[config.mk]
export PLATFORM = sky130hd
export DESIGN_NAME = pwm_carrier_nch
export DESIGN_NICKNAME = d
export VERILOG_FILES = /design/src/rtl/pwm_carrier_nch.sv
export SDC_FILE = /design/constraint.sdc
export NUM_CORES = 1
export LEC_CHECK = 0
export CAP_MARGIN = 20
export CELL_PAD_IN_SITES_DETAIL_PLACEMENT = 0
export CELL_PAD_IN_SITES_GLOBAL_PLACEMENT = 1
export CORE_MARGIN = 5
export CORE_UTILIZATION = 36
export CTS_CLUSTER_SIZE = 24
export DETAILED_ROUTE_END_ITERATION = 6
export GPL_TIMING_DRIVEN = 0
export PLACE_DENSITY_LB_ADDON = 0.1
export SETUP_SLACK_MARGIN = 0.4
export SYNTH_ARGS = -nofsm -noshare
export SYNTH_HDL_FRONTEND = slang
export SYNTH_SLANG_ARGS = --single-unit
[constraint.sdc]
create_clock -name clk -period 3.05 [get_ports clk]
set_input_delay 0.4575 -clock clk [delete_from_list [all_inputs] [get_ports clk]]
set_output_delay 0.4575 -clock clk [all_outputs]
set_load 0.01 [all_outputs]
[src/rtl/pwm_carrier_nch.sv]
// Multi-channel complementary PWM: shared carrier with sync-gated compare shadowing.
// Optional dead-time insertion is enabled by defining PWM_CARRIER_DEADTIME_EN.

module pwm_carrier_nch_lane #(
  parameter int WIDTH    = 16,
  parameter int DT_WIDTH = 8
) (
  input  logic                clk,
  input  logic                rst,
  input  logic                ce,
  input  logic                sync,
  input  logic [WIDTH-1:0]    carrier,
  input  logic [WIDTH-1:0]    compare,
  input  logic                sig_pwm,
  input  logic [DT_WIDTH-1:0] dead_time,
  output logic                pwm_a,
  output logic                pwm_b
);

  logic [WIDTH-1:0] active_cmp;
  logic             raw;

  // Active compare moves only on a sync pulse, so duty changes land on period boundaries.
  always_ff @(posedge clk) begin
    if (rst)       active_cmp <= compare;
    else if (sync) active_cmp <= compare;
  end

  assign raw = (carrier < active_cmp) ^ sig_pwm;

`ifdef PWM_CARRIER_DEADTIME_EN
  logic                raw_q;
  logic [DT_WIDTH-1:0] dt_cnt;

  // Any raw edge (re)starts the blanking window; the new side drives once it expires.
  always_ff @(posedge clk) begin
    if (rst) begin
      pwm_a  <= 1'b0;
      pwm_b  <= 1'b0;
      raw_q  <= 1'b0;
      dt_cnt <= '0;
    end else if (ce) begin
      if (raw != raw_q) begin
        raw_q <= raw;
        if (dead_time == '0) begin
          pwm_a  <= raw;
          pwm_b  <= ~raw;
          dt_cnt <= '0;
        end else begin
          pwm_a  <= 1'b0;
          pwm_b  <= 1'b0;
          dt_cnt <= dead_time;
        end
      end else if (dt_cnt != '0) begin
        dt_cnt <= dt_cnt - 1'b1;
        if (dt_cnt == DT_WIDTH'(1)) begin
          pwm_a <= raw_q;
          pwm_b <= ~raw_q;
        end
      end else begin
        pwm_a <= raw;
        pwm_b <= ~raw;
      end
    end
  end
`else
  logic unused_dt;
  assign unused_dt = ^dead_time;

  always_ff @(posedge clk) begin
    if (rst) begin
      pwm_a <= 1'b0;
      pwm_b <= 1'b0;
    end else if (ce) begin
      pwm_a <= raw;
      pwm_b <= ~raw;
    end
  end
`endif

endmodule

module pwm_carrier_nch #(
  parameter int WIDTH    = 16,
  parameter int CHANNELS = 4,
  parameter int DT_WIDTH = 8
) (
  input  logic                      clk,
  input  logic                      rst,
  input  logic                      ce,
  input  logic [WIDTH-1:0]          count_max,
  input  logic [WIDTH-1:0]          init_carr,
  input  logic                      load,
  input  logic [1:0]                count_mode,
  input  logic [1:0]                sync_mode,
  input  logic [3:0]                event_count,
  input  logic [CHANNELS*WIDTH-1:0] compare,
  input  logic [CHANNELS-1:0]       sig_pwm,
  input  logic [DT_WIDTH-1:0]       dead_time,
  output logic [WIDTH-1:0]          carrier,
  output logic                      sync,
  output logic [CHANNELS-1:0]       pwm_a,
  output logic [CHANNELS-1:0]       pwm_b
);

  localparam logic [1:0] MODE_NONE = 2'b00;
  localparam logic [1:0] MODE_DOWN = 2'b01;
  localparam logic [1:0] MODE_UP   = 2'b10;
  localparam logic [1:0] MODE_UPDN = 2'b11;

  logic [WIDTH-1:0] carrier_q, carrier_nxt, init_clip;
  logic             dir_up_q, dir_up_nxt;
  logic [3:0]       evt_cnt_q;
  logic             sync_q;
  logic             evt_min, evt_max, evt_sel;

  assign init_clip = (init_carr > count_max) ? count_max : init_carr;

  always_comb begin
    carrier_nxt = carrier_q;
    dir_up_nxt  = dir_up_q;
    if (load) begin
      carrier_nxt = init_clip;
      dir_up_nxt  = 1'b1;
    end else begin
      case (count_mode)
        MODE_UP:
          carrier_nxt = (carrier_q >= count_max) ? '0 : carrier_q + 1'b1;
        MODE_DOWN:
          if (carrier_q > count_max || carrier_q == '0) carrier_nxt = count_max;
          else                                          carrier_nxt = carrier_q - 1'b1;
        MODE_UPDN: begin
          // Reverse at each terminal without repeating it; count_max==0 pins at 0.
          if (carrier_q > count_max) begin
            carrier_nxt = '0;
            dir_up_nxt  = 1'b1;
          end else if (count_max == '0) begin
            carrier_nxt = '0;
          end else if (dir_up_q) begin
            if (carrier_q == count_max) begin
              carrier_nxt = carrier_q - 1'b1;
              dir_up_nxt  = 1'b0;
            end else begin
              carrier_nxt = carrier_q + 1'b1;
            end
          end else begin
            if (carrier_q == '0) begin
              carrier_nxt = carrier_q + 1'b1;
              dir_up_nxt  = 1'b1;
            end else begin
              carrier_nxt = carrier_q - 1'b1;
            end
          end
        end
        default: ;
      endcase
    end
  end

  assign evt_min = (count_mode != MODE_NONE) && (carrier_q == '0);
  assign evt_max = (count_mode != MODE_NONE) && (carrier_q == count_max);
  assign evt_sel = (sync_mode[0] & evt_min) | (sync_mode[1] & evt_max);

  // A coincident min+max (count_max==0) counts as a single event.
  always_ff @(posedge clk) begin
    if (rst) begin
      carrier_q <= init_clip;
      dir_up_q  <= 1'b1;
      evt_cnt_q <= '0;
      sync_q    <= 1'b0;
    end else begin
      sync_q <= 1'b0;
      if (ce) begin
        carrier_q <= carrier_nxt;
        dir_up_q  <= dir_up_nxt;
        if (evt_sel) begin
          if (evt_cnt_q >= event_count) begin
            evt_cnt_q <= '0;
            sync_q    <= 1'b1;
          end else begin
            evt_cnt_q <= evt_cnt_q + 1'b1;
          end
        end
      end
    end
  end

  assign carrier = carrier_q;
  assign sync    = sync_q;

  for (genvar i = 0; i < CHANNELS; i++) begin : g_lane
    pwm_carrier_nch_lane #(
      .WIDTH    (WIDTH),
      .DT_WIDTH (DT_WIDTH)
    ) u_lane (
      .clk       (clk),
      .rst       (rst),
      .ce        (ce),
      .sync      (sync_q),
      .carrier   (carrier_q),
      .compare   (compare[i*WIDTH +: WIDTH]),
      .sig_pwm   (sig_pwm[i]),
      .dead_time (dead_time),
      .pwm_a     (pwm_a[i]),
      .pwm_b     (pwm_b[i])
    );
  end

endmodule

==> impl_metrics.json <==
{
  "worstSetupPathType": "reg2reg",
  "drv_cap": 0,
  "grt_max_degree": 65,
  "powerDensity_nw_per_um2": 478,
  "drt_wl_total_um": 20800,
  "syn_area_per_cell_sq_um": 10.0,
  "synth-xor-area-share": 0.0231,
  "clkSlewWorstSetupHoldPaths_ns": 0.07,
  "wl_per_cell_um": 18.5,
  "syn_nets": 902,
  "ys_seq_area_frac": 0.394,
  "layout_min_cycle_time_ns": 2.95,
  "synth_top_family_by_area": "adder cells",
  "initial_core_util": 0.365,
  "slew_viol_final": 0,
  "core-area_sq_um": 18600,
  "hold_viol_final": 0,
  "synthArstFlopShare": 0,
  "synth_cell_types": 65,
  "p_total_uw": 4690,
  "hp-class": "reg2reg",
  "synth-simple-area-share": 0.145,
  "routed_via_density": 5.18,
  "post-route-drc-count": 0,
  "synth_edf_count": 80,
  "crit_family": "buffers and inverters",
  "max_slew_margin": 0.387,
  "cts_max_level": 3,
  "rsz0062_at_grt": "yes",
  "slowest_stage": "edfxtp_1",
  "worst_path_most_repeated_cell": "buf_4",
  "synthAdderAreaFrac": 0.189,
  "setup_viol": 0,
  "layout_setup_ws_ns": 0.0995,
  "skew_ns": 0.0115,
  "io_pins": 145,
  "total_leakage_power_uw": 0.00425,
  "diodes": 0,
  "die_area_sq_um": 21800,
  "layout_commonest_cell": "clkdlybuf4s50_1",
  "dp_hpwl_um": 15600,
  "numPlacedInstances": 1050,
  "rows": 50,
  "holdWs_ns": 0.474,
  "die_y_um": 148,
  "numCtsBuffers": 9,
  "crit_path_max_fanout": 8,
  "place_ws_ns": -0.904,
  "io_buffers": 136,
  "ir_drop_mv": 0.272,
  "cp.required_ns": 3.15,
  "cts_tree": "yes",
  "cts.sinks": 94,
  "start_kind": "flip-flop",
  "cpPeakStageDelay_ns": 0.44,
  "drt-initial-drc-count": 237,
  "post-route-period-util": 0.967,
  "arrival_ns": 3.05,
  "netlist_instances": 679,
  "area_growth_pct": 44.0,
  "outcome": "complete, no violations",
  "ys.flop_type": "edfxtp_1",
  "gr-total-overflow": 0,
  "grt_use_total": 0.189,
  "synth_mux_area_frac": 0.0189,
  "ys_seq_elements": 94,
  "grt_pass1_wl_um": 32200,
  "drive_above_1_share": 0.209,
  "clk_latency_ns": 0.35,
  "synth_compound_area_frac": 0.152,
  "gp_congestion": 0.837,
  "drt_pass1_iterations": 4,
  "clockBufferDepth": 2,
  "vias": 5833,
  "num-nets-final": 1111,
  "grt_pass1_vias": 6071,
  "root_buffer": "clkbuf_16",
  "die_w_um": 148,
  "yosys_warnings": 0,
  "postCtsHoldBufs": 0,
  "cp_cell_sequence": "buf_4, clkbuf_2, nor4_2, nand4_1, buf_4, mux2i_4, buf_4, buf_4, mux2i_1, xnor2_1, a22oi_1, and3_1, o21ai_1",
  "tns_ns": 0,
  "tightest_slew_ns": 0.919,
  "antenna_left": 0,
  "stdcell_count": 1126,
  "final_cell_mix": "clkdlybuf4s50_1 (120), ha_1 (93), inv_1 (88)",
  "netlist_area_sq_um": 6810,
  "antenna_found_initial": 0,
  "crit_buf_inv": 5,
  "crit_path_end_kind": "flip-flop",
  "fmax_mhz": 339
}
metrics by stage:
step | utilization | instance area (sq um)
after floorplan | - | 6860
after global routing | 0.526 | 9810
after detailed placement | 0.457 | 8520
final | 0.526 | 9810
after global placement | 0.456 | 8510
after CTS | 0.512 | 9550
cell usage after synthesis (5+ instances only):
| cell type | count | area, sq um |
|---|---|---|
| ha_1 | 103 | 1290 |
| inv_1 | 98 | 368 |
| edfxtp_1 | 80 | 2400 |
| nand2_1 | 37 | 139 |
| nor2_1 | 32 | 120 |
| a21oi_1 | 29 | 145 |
| nor3_1 | 25 | 125 |
| o21ai_0 | 24 | 120 |
| a21o_1 | 23 | 173 |
| nand4_1 | 20 | 125 |
| nand3_1 | 16 | 80.1 |
| dfxtp_1 | 14 | 280 |
| nand2b_1 | 13 | 81.3 |
| a211oi_1 | 12 | 90.1 |
| a22oi_1 | 10 | 75.1 |
| clkbuf_1 | 10 | 37.5 |
| buf_4 | 9 | 67.6 |
| o211ai_1 | 9 | 67.6 |
| xnor2_1 | 9 | 78.8 |
| xor2_1 | 9 | 78.8 |
| nor4_1 | 8 | 50.1 |
| nor2b_1 | 7 | 43.8 |
| a221oi_1 | 5 | 43.8 |
| and3_1 | 5 | 31.3 |
| mux2_2 | 5 | 56.3 |
| mux2i_1 | 5 | 50.1 |
state kept, by name (all words and copies together), names as in the netlist:
name and cells:
carrier 16, dir_up_q 1, evt_cnt_q 4, g_lane.u_lane.active_cmp 64, g_lane.u_lane.pwm_a 4, g_lane.u_lane.pwm_b 4
sync 1
cells by family after synthesis:
group	Yosys count
AO/OA/AOI/OAI	147
XOR/XNOR	18
adder cells (fa/ha/maj)	103
buffers and inverters	122
flip-flops	94
multiplexers	11
AND/OR/NAND/NOR	184
cell type report:
cell class | count | area [sq um]
Fill cell | 1657 | 8830
Clock buffer | 9 | 225
Sequential cell | 94 | 2680
Tap cell | 234 | 293
Clock inverter | 6 | 86.3
Buffer | 24 | 198
Multi-Input combinational cell | 463 | 4090
Timing Repair Buffer | 198 | 1870
Inverter | 98 | 368
path summary, 6_finish.rpt:
kind                               start                endpoint  slack, ns  cells after the start
hold reg to reg   g_lane[0].u_lane.pwm_b  g_lane[0].u_lane.pwm_b       0.47                      2
setup / recovery             carrier[12]              carrier[3]        0.1                     13
setup reg to reg             carrier[12]              carrier[3]        0.1                     13
hold / removal    g_lane[0].u_lane.pwm_b  g_lane[0].u_lane.pwm_b       0.47                      2
report_power, final:
part           leakage, uW  internal, uW  total, uW  switching [uW]
Sequential        0.000906          1530       1600            61.5
Combinational      0.00320           913       1870             960
Clock             0.000149           715       1220             504
worst register-to-register path, stage by stage, from the launching register on:
cell and delay [ns]:
edfxtp_1 0.44, buf_4 0.18, clkbuf_2 0.18, nor4_2 0.39, nand4_1 0.16, buf_4 0.19
mux2i_4 0.17, buf_4 0.16, buf_4 0.11, mux2i_1 0.22, xnor2_1 0.10, a22oi_1 0.15
and3_1 0.20, o21ai_1 0.06
routing by layer:
layer | wire, um | global-route usage | part of all wire
met1 | 9210 | 0.239 | 0.44
met2 | 9990 | 0.321 | 0.48
met3 | 1070 | 0.0359 | 0.051
met4 | 544 | 0.0699 | 0.026
met5 | 0 | 0 | 0
repair_timing:
action,4_1_cts,5_1_grt
buffers inserted,46,12
hold endpoints to repair,0,0
setup endpoints to repair,30,28
gates resized for setup,97,50
gates cloned,3,0
pin swaps,29,36
No activity file was read; power rests on OpenSTA's default activity.
